==> config.mk <==
export PLATFORM = sky130hd
export DESIGN_NAME = control_sequencer
export DESIGN_NICKNAME = d
export VERILOG_FILES = /design/src/rtl/cpu_ctrl_pkg.sv /design/src/rtl/instr_decoder.sv /design/src/rtl/control_sequencer.sv
export SDC_FILE = /design/constraint.sdc
export NUM_CORES = 1
export LEC_CHECK = 0
export ABC_CLOCK_PERIOD_IN_PS = 7200
export BUFFER_PORTS_ARGS = -buffer_cell sky130_fd_sc_hd__buf_2
export CAP_MARGIN = 30
export CORE_ASPECT_RATIO = 0.6
export CORE_UTILIZATION = 40
export CTS_CLUSTER_SIZE = 20
export DETAILED_ROUTE_END_ITERATION = 10
export HOLD_SLACK_MARGIN = 0.02
export PLACE_DENSITY = 0.86
export SLEW_MARGIN = 20
export SYNTH_ARGS = -nofsm -noshare
export SYNTH_HDL_FRONTEND = slang
export SYNTH_HIERARCHICAL = 1
export SYNTH_SLANG_ARGS = --single-unit
==> constraint.sdc <==
create_clock -name clk -period 7.2 [get_ports clk]
set_input_delay 1.08 -clock clk [delete_from_list [all_inputs] [get_ports clk]]
set_output_delay 1.08 -clock clk [all_outputs]
set_load 0.1 [all_outputs]
==> src/rtl/cpu_ctrl_pkg.sv <==
// Shared constants for the hardwired control sequencer: opcodes,
// IR field positions, FSM state and instruction-class enums.
package cpu_ctrl_pkg;

  localparam int OP_LO = 27;
  localparam int RA_LO = 23;
  localparam int RB_LO = 19;
  localparam int RC_LO = 15;
  localparam int RF_W  = 4;

  localparam logic [4:0] OP_ADD  = 5'b00000;
  localparam logic [4:0] OP_SUB  = 5'b00001;
  localparam logic [4:0] OP_AND  = 5'b00010;
  localparam logic [4:0] OP_OR   = 5'b00011;
  localparam logic [4:0] OP_SHR  = 5'b00100;
  localparam logic [4:0] OP_SHRA = 5'b00101;
  localparam logic [4:0] OP_SHL  = 5'b00110;
  localparam logic [4:0] OP_ROR  = 5'b00111;
  localparam logic [4:0] OP_ROL  = 5'b01000;
  localparam logic [4:0] OP_MUL  = 5'b01001;
  localparam logic [4:0] OP_DIV  = 5'b01010;
  localparam logic [4:0] OP_NEG  = 5'b01011;
  localparam logic [4:0] OP_NOT  = 5'b01100;
  localparam logic [4:0] OP_NOP  = 5'b11010;
  localparam logic [4:0] OP_HALT = 5'b11011;

  typedef enum logic [3:0] {
    S_IDLE,
    S_T0,
    S_T1,
    S_T2,
    S_T3,
    S_T4,
    S_T5,
    S_T6,
    S_HALT
  } state_e;

  typedef enum logic [2:0] {
    C_BIN,
    C_MULDIV,
    C_UNARY,
    C_NOP,
    C_HALT,
    C_ILL
  } cls_e;

endpackage

==> src/rtl/instr_decoder.sv <==
// Combinational opcode classifier.
// Ports: opcode in (OPW bits), cls out (instruction class).
import cpu_ctrl_pkg::*;

module instr_decoder #(
  parameter int OPW = 5
) (
  input  logic [OPW-1:0] opcode,
  output cls_e           cls
);

  always_comb begin
    cls = C_ILL;
    unique case (1'b1)
      (opcode <= OP_ROL):
        cls = C_BIN;
      (opcode == OP_MUL) || (opcode == OP_DIV):
        cls = C_MULDIV;
      (opcode == OP_NEG) || (opcode == OP_NOT):
        cls = C_UNARY;
      (opcode == OP_NOP):
        cls = C_NOP;
      (opcode == OP_HALT):
        cls = C_HALT;
      default:
        cls = C_ILL;
    endcase
  end

endmodule

==> src/rtl/control_sequencer.sv <==
// Hardwired fetch/execute control unit for the single-bus datapath.
// Ports: clk, clr (sync active-low), run, ir, mem_ready in; one-hot
// R_rd/R_wrt, bus drivers, register loads, IncPC, Read, op_sel,
// halted and illegal out.
import cpu_ctrl_pkg::*;

module control_sequencer #(
  parameter int NREG = 16,
  parameter int OPW  = 5
) (
  input  logic            clk,
  input  logic            clr,
  input  logic            run,
  input  logic [31:0]     ir,
  input  logic            mem_ready,
  output logic [NREG-1:0] R_rd,
  output logic [NREG-1:0] R_wrt,
  output logic            PC_out,
  output logic            MDR_out,
  output logic            Zlo_out,
  output logic            Zhi_out,
  output logic            MAR_rd,
  output logic            PC_rd,
  output logic            MDR_rd,
  output logic            IR_rd,
  output logic            Y_rd,
  output logic            Zlo_rd,
  output logic            Zhi_rd,
  output logic            HI_rd,
  output logic            LO_rd,
  output logic            IncPC,
  output logic            Read,
  output logic [OPW-1:0]  op_sel,
  output logic            halted,
  output logic            illegal
);

  function automatic logic [NREG-1:0] onehot(
    input logic [RF_W-1:0] f
  );
    onehot = '0;
    for (int i = 0; i < NREG; i++)
      if (f == RF_W'(i)) onehot[i] = 1'b1;
  endfunction

  state_e          state_q;
  state_e          state_d;
  state_e          eoi;
  cls_e            cls;
  logic            ill_q;
  logic [OPW-1:0]  opcode;
  logic [NREG-1:0] oh_a;
  logic [NREG-1:0] oh_b;
  logic [NREG-1:0] oh_c;
  logic            alu2;
  logic            unused_ir;

  assign opcode    = ir[OP_LO +: OPW];
  assign oh_a      = onehot(ir[RA_LO +: RF_W]);
  assign oh_b      = onehot(ir[RB_LO +: RF_W]);
  assign oh_c      = onehot(ir[RC_LO +: RF_W]);
  assign unused_ir = ^ir[RC_LO-1:0];
  assign alu2      = (cls == C_BIN) || (cls == C_MULDIV);
  assign eoi       = run ? S_T0 : S_IDLE;

  instr_decoder #(
    .OPW(OPW)
  ) u_dec (
    .opcode(opcode),
    .cls   (cls)
  );

  always_ff @(posedge clk) begin
    if (!clr) begin
      state_q <= S_IDLE;
      ill_q   <= 1'b0;
    end else begin
      state_q <= state_d;
      // flagged at the end of T2, seen for one cycle after it
      ill_q   <= (state_q == S_T2) && (cls == C_ILL);
    end
  end

  always_comb begin
    state_d = state_q;
    unique case (state_q)
      S_IDLE: state_d = run ? S_T0 : S_IDLE;
      S_T0:   state_d = S_T1;
      S_T1:   state_d = mem_ready ? S_T2 : S_T1;
      S_T2: begin
        unique case (cls)
          C_HALT:      state_d = S_HALT;
          C_NOP, C_ILL: state_d = eoi;
          default:     state_d = S_T3;
        endcase
      end
      S_T3: begin
        if (cls == C_UNARY)
          state_d = S_T5;
        else if (alu2)
          state_d = S_T4;
        else
          state_d = eoi;
      end
      S_T4: state_d = alu2 ? S_T5 : eoi;
      S_T5: state_d = (cls == C_MULDIV) ? S_T6 : eoi;
      S_T6: state_d = eoi;
      S_HALT: state_d = S_HALT;
      default: state_d = S_IDLE;
    endcase
  end

  always_comb begin
    R_rd    = '0;
    R_wrt   = '0;
    PC_out  = 1'b0;
    MDR_out = 1'b0;
    Zlo_out = 1'b0;
    Zhi_out = 1'b0;
    MAR_rd  = 1'b0;
    PC_rd   = 1'b0;
    MDR_rd  = 1'b0;
    IR_rd   = 1'b0;
    Y_rd    = 1'b0;
    Zlo_rd  = 1'b0;
    Zhi_rd  = 1'b0;
    HI_rd   = 1'b0;
    LO_rd   = 1'b0;
    IncPC   = 1'b0;
    Read    = 1'b0;
    op_sel  = '0;
    halted  = 1'b0;
    illegal = ill_q;
    unique case (state_q)
      S_T0: begin
        PC_out = 1'b1;
        MAR_rd = 1'b1;
        IncPC  = 1'b1;
      end
      S_T1: begin
        Read   = 1'b1;
        MDR_rd = 1'b1;
      end
      S_T2: begin
        MDR_out = 1'b1;
        IR_rd   = 1'b1;
      end
      S_T3: begin
        if (alu2) begin
          R_wrt = oh_b;
          Y_rd  = 1'b1;
        end else if (cls == C_UNARY) begin
          R_wrt  = oh_b;
          op_sel = opcode;
          Zlo_rd = 1'b1;
        end
      end
      S_T4: begin
        if (alu2) begin
          R_wrt  = oh_c;
          op_sel = opcode;
          Zlo_rd = 1'b1;
          Zhi_rd = (cls == C_MULDIV);
        end
      end
      S_T5: begin
        if (cls == C_MULDIV) begin
          Zlo_out = 1'b1;
          LO_rd   = 1'b1;
        end else if ((cls == C_BIN) || (cls == C_UNARY)) begin
          Zlo_out = 1'b1;
          R_rd    = oh_a;
        end
      end
      S_T6: begin
        if (cls == C_MULDIV) begin
          Zhi_out = 1'b1;
          HI_rd   = 1'b1;
        end
      end
      S_HALT: halted = 1'b1;
      default: ;
    endcase
  end

endmodule

=== After elaboration in Yosys (flattened, before gate mapping) ===
Index checks and enable logic that the tools add are counted.

* Register bits: 5
* Input bits: 36
* Memories: 0
* Bits in latches: 0
* Memory bits (read-only): 0
* Memory bits (writable): 0

* Bitwise operators: 0
* Reduce and logical (&&, ||, !) cells: 12
* Equality and inequality tests: 64
* $add $sub $neg: 0
* Multiply operators: 0
* Divide/modulo/power cells: 0
* Shift-type cells: 0
* Magnitude comparators: 1
* Multiplexer cells: 85

{| class="wikitable"
|+ Operators with widths
! kind !! number
|-
| 4-bit == test (second input constant) || 25
|-
| 16-bit two-way mux || 6
|-
| 1-bit two-way mux || 66
|-
| 4-bit by 3-bit == test with 1-bit output (second input constant) || 16
|-
| 4-bit by 2-bit == test with 1-bit output (second input constant) || 8
|-
| 16-bit case mux with 2 select lines || 1
|-
| 4-bit case mux with 8 select lines || 1
|-
| 5-bit by 4-bit == test with 1-bit output (second input constant) || 4
|-
| 4-bit by 1-bit == test with 1-bit output (second input constant) || 4
|-
| 4-bit zero test || 4
|-
| 5-bit two-way mux || 3
|-
| 3-bit case mux with 5 select lines || 1
|-
| 3-bit two-way mux || 4
|-
| 5-bit == test (second input constant) || 2
|-
| 5-bit case mux with 2 select lines || 1
|-
| 4-bit case mux with 2 select lines || 1
|-
| 3-bit by 2-bit == test with 1-bit output (second input constant) || 2
|-
| 3-bit == test (second input constant) || 2
|-
| 5-bit by 4-bit less-or-equal comparator with 1-bit output (second input constant) || 1
|-
| 1-bit logical OR || 4
|-
| 2-bit OR reduction || 2
|-
| 3-bit by 1-bit == test with 1-bit output (second input constant) || 1
|-
| 3-bit zero test || 1
|-
| 1-bit case mux with 2 select lines || 1
|-
| 1-bit logical AND || 1
|}

=== Depth between registers and ports, before layout ===
* Word-level depth: 8
* Gate-level depth with buffers: 7
* Mapped depth without buffers: 6

=== By module ===
The synthesis kept the hierarchy.

{| class="wikitable"
|+ Modules (own cells, without submodules)
! module !! seq. area each (µm²) !! area an instance (µm²) !! instances !! cells each
|-
| control_sequencer || 100.1 || 869.6 || 1 || 136
|-
| instr_decoder || 0.0 || 91.3 || 1 || 12
|}

=== Worst setup path after synthesis ===
OpenSTA, ideal clock, no wires.

* Kind: input to output
* Start point: input port ir[28]
* End point: output port op_sel[0]
* Required time: 6120 ps
* Arrival: 5863 ps
* Path slack: 257 ps
* Cell stages on the path: 6
* Cell sequence: nor4b_1 o2bb2ai_1 buf_6 mux2i_1 nor4_1 and2_1

* Cells in the longest elaborated chain, start to end: 7
* Elaborated cells between the ends (all ways): 18

{| class="wikitable"
|+ RTL lines
! item !! line !! RTL
|-
| start: declaration || control_sequencer.sv:14 || <nowiki>input logic [31:0] ir,</nowiki>
|-
| parallel branches: the longest is 2 deep, another holds 5-bit by 4-bit less-or-equal comparator with 1-bit output || - ||
|-
| 3-bit case mux with 5 select lines * || instr_decoder.sv:14 || <nowiki>unique case (1'b1)</nowiki>
|-
| named net cls[1] || control_sequencer.sv:49 || <nowiki>cls_e cls;</nowiki>
|-
| 3-bit by 2-bit == test with 1-bit output (tied with other cells) || control_sequencer.sv:152 || <nowiki>end else if (cls == C_UNARY) begin</nowiki>
|-
| 5-bit two-way mux / 1-bit logical OR (equally long branches) || control_sequencer.sv:152, control_sequencer.sv:63 ||
|-
| 5-bit two-way mux, on equally long branches || control_sequencer.sv:149, control_sequencer.sv:159 ||
|-
| 5-bit case mux with 2 select lines * || control_sequencer.sv:134 || <nowiki>unique case (state_q)</nowiki>
|-
| end: declaration || control_sequencer.sv:33 || <nowiki>output logic [OPW-1:0] op_sel,</nowiki>
|}

Mark *: on every way through the listed nets, which the timed path passes.

=== Worst setup path after layout ===
* Start point: input port ir[28]
* End point: output port R_wrt[0]

* Cells in the longest elaborated chain, start to end: 7
* Elaborated cells between the ends (all ways): 18

{| class="wikitable"
|+ RTL lines
! item !! line !! RTL
|-
| parallel branches: the longest is 2 deep, another holds 5-bit by 4-bit less-or-equal comparator with 1-bit output || - ||
|-
| 3-bit case mux with 5 select lines * || instr_decoder.sv:14 ||
|-
| named net cls[2] || control_sequencer.sv:49 ||
|-
| 3-bit by 2-bit == test with 1-bit output (tied with other cells) || control_sequencer.sv:152 ||
|-
| 16-bit two-way mux / 1-bit logical OR (equally long branches) || control_sequencer.sv:152, control_sequencer.sv:63 ||
|-
| 16-bit two-way mux, on equally long branches || control_sequencer.sv:149, control_sequencer.sv:159 ||
|-
| 16-bit case mux with 2 select lines * || control_sequencer.sv:134 ||
|-
| end: declaration || control_sequencer.sv:17 || <nowiki>output logic [NREG-1:0] R_wrt,</nowiki>
|}

Marked as above.

==> results.txt <==
----------------------------------------------------
[Synth]
  Leading cell types by count after synthesis ... sky130_fd_sc_hd__nor2_1, sky130_fd_sc_hd__o22ai_1, sky130_fd_sc_hd__nand2b_1, sky130_fd_sc_hd__nor3_1, sky130_fd_sc_hd__nand2_1
  Synth Area in Compound Gates ... 0.2448
  FFs w/ async S/R, synth ... 0
  Synthesized-area fraction occupied by xor and xnor cells ... 0.009115
  Most frequent cell after synthesis ... sky130_fd_sc_hd__nor2_1
  Library cell occupying the most area in the post-synthesis netlist ... sky130_fd_sc_hd__nor2_1
  Post-synthesis share of cell area spent on full adders, half adders and majority gates ... 0
  Ys flop type ... sky130_fd_sc_hd__dfxtp_1
  Synthesis-stage register bit count ... 5
  Net count after synthesis ... 184
  Post-Synthesis Cells ... 148
  Combinational family with the most area after synthesis ... simple AND/OR/NAND/NOR gates
  Biggest area contributors in the synthesized netlist ... sky130_fd_sc_hd__nor2_1, sky130_fd_sc_hd__dfxtp_1, sky130_fd_sc_hd__o22ai_1
  Post-synthesis area per instance ... 6.493 um^2
  Portion of netlist area occupied by mux cells ... 0.01042
  Syn. warnings ... 6
  EDFF count, synth ... 0
  Synth Area in Simple Gates ... 0.5299
  Number of library cell types mapped by synthesis ... 44
  Fraction of synthesized cell area taken by the top area cell type ... 0.1133
  Fraction of the yosys area taken by sequential cells ... 0.1042
  Cell area after technology mapping ... 960.9 um^2

[Detailed routing]
  Initial DRC count ... 103
  Avg WL per Cell ... 12.24 um
  DRC violations left ... 0
  Routed Antenna Nets ... 0
  Count of vias placed by the detailed router ... 1,314
  Via count normalized by instance count ... 5.430
  Pre-antenna DRT Iters ... 4
  Final WL ... 2963 um

[Clocking]
  Clock transition time at the flip-flop clock pins of the worst setup and hold paths ... 0.04 ns
  Total CTS buffers ... 3
  Number of buffers added to fix hold violations after cts ... 0
  TritonCTS sink count ... 5
  TritonCTS clock tree ... done
  Worst-skew pair later-pin latency ... 0.22 ns
  H-tree lvl count ... 1
  Setup bufs post-CTS ... 0
  Number of buffers between clock root and the deepest sink ... 2
  Clock tree root buffer cell ... sky130_fd_sc_hd__clkbuf_8
  # resized after CTS ... 0

[Critical path]
  Critical path, cell by cell ... buf_2, nor3_1, nor3_2, or4b_4, or2_4, or3_4, o32ai_2, buf_2
  Worst Path Required ... 6.12 ns
  Signal arrival time at the worst endpoint ... 3.46 ns
  Largest stage delay on the critical path ... 0.57 ns
  Type of the worst setup path ... input pin to output port
  Worst reg2reg path depth ... 3
  Reg-to-reg critical path endpoint ... state_q[1]$_SDFF_PN0_
  Kind of start point of the critical path ... input pin
  Crit path max-delay cell type ... sky130_fd_sc_hd__or4b_4
  Critical Path Fanout Max ... 11
  Category of cells accounting for the largest share of critical-path delay ... simple AND/OR/NAND/NOR gates
  Start of the worst register-to-register path ... state_q[2]$_SDFF_PN0_
  Cell occurring most often along the worst timing path ... sky130_fd_sc_hd__buf_2
  Worst-case register-to-register setup slack ... 5.50 ns
  Capturing element type of the critical path ... output port
  Buffering stage count on the worst path with inverters included ... 2

[Pwr]
  Static Leakage ... 0.6434 nW
  Peak supply drop ... 0.05362 mV
  Power density over cell area ... 113.0 nW/um^2

[Global routing]
  Maximum number of pins on one net before global-route repair ... 15
  Combined global-route utilization of all metal layers ... 0.2171
  First-pass GRT wire length ... 4264 um
  Remaining global-route overflow ... 0
  Via count of the first global-routing pass ... 942
  Initial antenna violation count ... 0

[STA]
  Setup repair after global routing missed its margin ... false
  Maximum operating frequency ... 220.3 MHz
  Final critical-path share of the clock period ... 0.6305
  Worst-case hold slack ... 0.6831 ns
  Number of pins with negative max-slew slack in the final report ... 0
  Final sum of negative setup slack ... 0 ns
  Max Clock Skew ... 0.004395 ns
  Actual transition at the worst max-transition pin ... 0.8093 ns
  Final count of negative-setup-slack endpoints ... 0
  Clock period minus final worst setup slack ... 4.540 ns
  Final hold violations ... 0
  Worst slew slack as a fraction of its limit ... 0.4555

[Floorplanning]
  Starting Density ... 0.4344
  Die boundary height ... 39.97 um
  Chip width ... 65.28 um
  Area of the die ... 2609 um^2
  Number of ports placed on the die boundary ... 90
  Num rows ... 13
  Core Region ... 2212 um^2

[Hold path]
  Hold Crit Endpoint ... state_q[3]$_SDFF_PN0_
  Worst Hold Launch ... state_q[3]$_SDFF_PN0_
  Worst Hold Depth ... 2
  Type of the worst min-delay path ... flip-flop to flip-flop

[Final layout]
  Antenna fix cells ... 0
  Post-layout instance count excluding filler cells ... 242
  Final layout net count ... 249
  Ratio of cells with drive above 1 in the final layout ... 0.3915
  Area growth, synth to finish ... 38.41%

[Place]
  Final RePlAce weighted congestion ... 0.8411
  Number of cells after detailed placement ... 238
  HPWL after detailed placement ... 2289 um
  Port buffer count ... 73

[Flow run]
  Max capacitance violation total ... 0

[Outcome]
  Result of the run ... completed

----------------------------------------------------
[layout by cell type (no fill, tap or decap), types with 2 or more instances in the layout]
master | Yosys | layout
sky130_fd_sc_hd__dfxtp_1 | 5 | 5
sky130_fd_sc_hd__nand3_1 | 5 | 5
sky130_fd_sc_hd__and2_1 | 5 | 5
sky130_fd_sc_hd__o21ai_0 | 3 | 3
sky130_fd_sc_hd__buf_2 | 0 | 73
sky130_fd_sc_hd__nor3_1 | 9 | 9
sky130_fd_sc_hd__nor4_1 | 3 | 3
sky130_fd_sc_hd__nor2_1 | 29 | 29
sky130_fd_sc_hd__o32ai_1 | 3 | 3
sky130_fd_sc_hd__nor2b_1 | 2 | 2
sky130_fd_sc_hd__nand4bb_1 | 2 | 2
sky130_fd_sc_hd__nand2_1 | 8 | 8
sky130_fd_sc_hd__clkbuf_8 | 0 | 3
sky130_fd_sc_hd__o2111ai_1 | 2 | 2
sky130_fd_sc_hd__nand2b_1 | 9 | 9
sky130_fd_sc_hd__a21oi_1 | 3 | 3
sky130_fd_sc_hd__a31oi_1 | 2 | 2
sky130_fd_sc_hd__o22ai_1 | 12 | 12
sky130_fd_sc_hd__nand3b_1 | 6 | 6
sky130_fd_sc_hd__inv_1 | 4 | 4
[state kept, by name, summed over array words and instances (netlist names)]
name     flops
state_q      4
illegal      1
[through the flow]
step,util,setup slack (ns),instance area [um^2],power [mW]
after floorplan,-,0.2566,960.9,0.08382
after global placement,0.5809,2.713,1285,0.09551
after detailed placement,0.5809,2.686,1285,0.09642
after CTS,0.6012,2.689,1330,0.1508
after global routing,0.6012,2.510,1330,0.1578
final,0.6012,2.660,1330,0.1503
[logic make-up after synthesis]
kind of cell / count (synthesis)
other: 1
muxes: 1
AOI/OAI and AO/OA: 33
and+or+nand+nor: 90
DFF: 5
buffers and inverters: 17
xor gates and xnor gates: 1
[routing by layer]
layer | vias to the layer above | share of wire | GRT usage
met2 | 71 | 0.41 | 0.3196
met5 | - | 0 | 0
met4 | 0 | 0.0064 | 0.08152
met3 | 2 | 0.097 | 0.02557
li1 | 674 | - | -
met1 | 567 | 0.49 | 0.3217
[worst reg2reg max path: stages, from the launching register on]
cell and delay [ns]:
sky130_fd_sc_hd__dfxtp_1 0.54, sky130_fd_sc_hd__nand2b_1 0.16, sky130_fd_sc_hd__nor4_1 0.70, sky130_fd_sc_hd__o311a_1 0.25
[power breakdown]
group / internal, mW / switching (mW)
combinational: 0.0154 / 0.0485
sequential: 0.0291 / 0.00387
clock: 0.0381 / 0.0152
[layout make-up]
type                       count  area [um^2]
clock buffer                   4        45.04
sequential                     5        100.1
fill                         239        882.1
multi-input combinational    126        767.0
timing repair buffer          73        365.4
tap                           30        37.54
inverter                       4        15.01
[how the worst max path moves through the flow]
stage                start         to  slack, ns  depth (start not counted)
detailed placement  ir[28]   R_wrt[0]       2.69                          8
floorplan           ir[28]  op_sel[0]       0.26                          6
finish              ir[28]   R_wrt[0]       2.66                          8
CTS                 ir[28]   R_wrt[0]       2.69                          8
global placement    ir[29]   R_wrt[0]       2.71                          8
global route        ir[28]   R_wrt[0]       2.51                          8
Power figures use the tool's default switching activity.
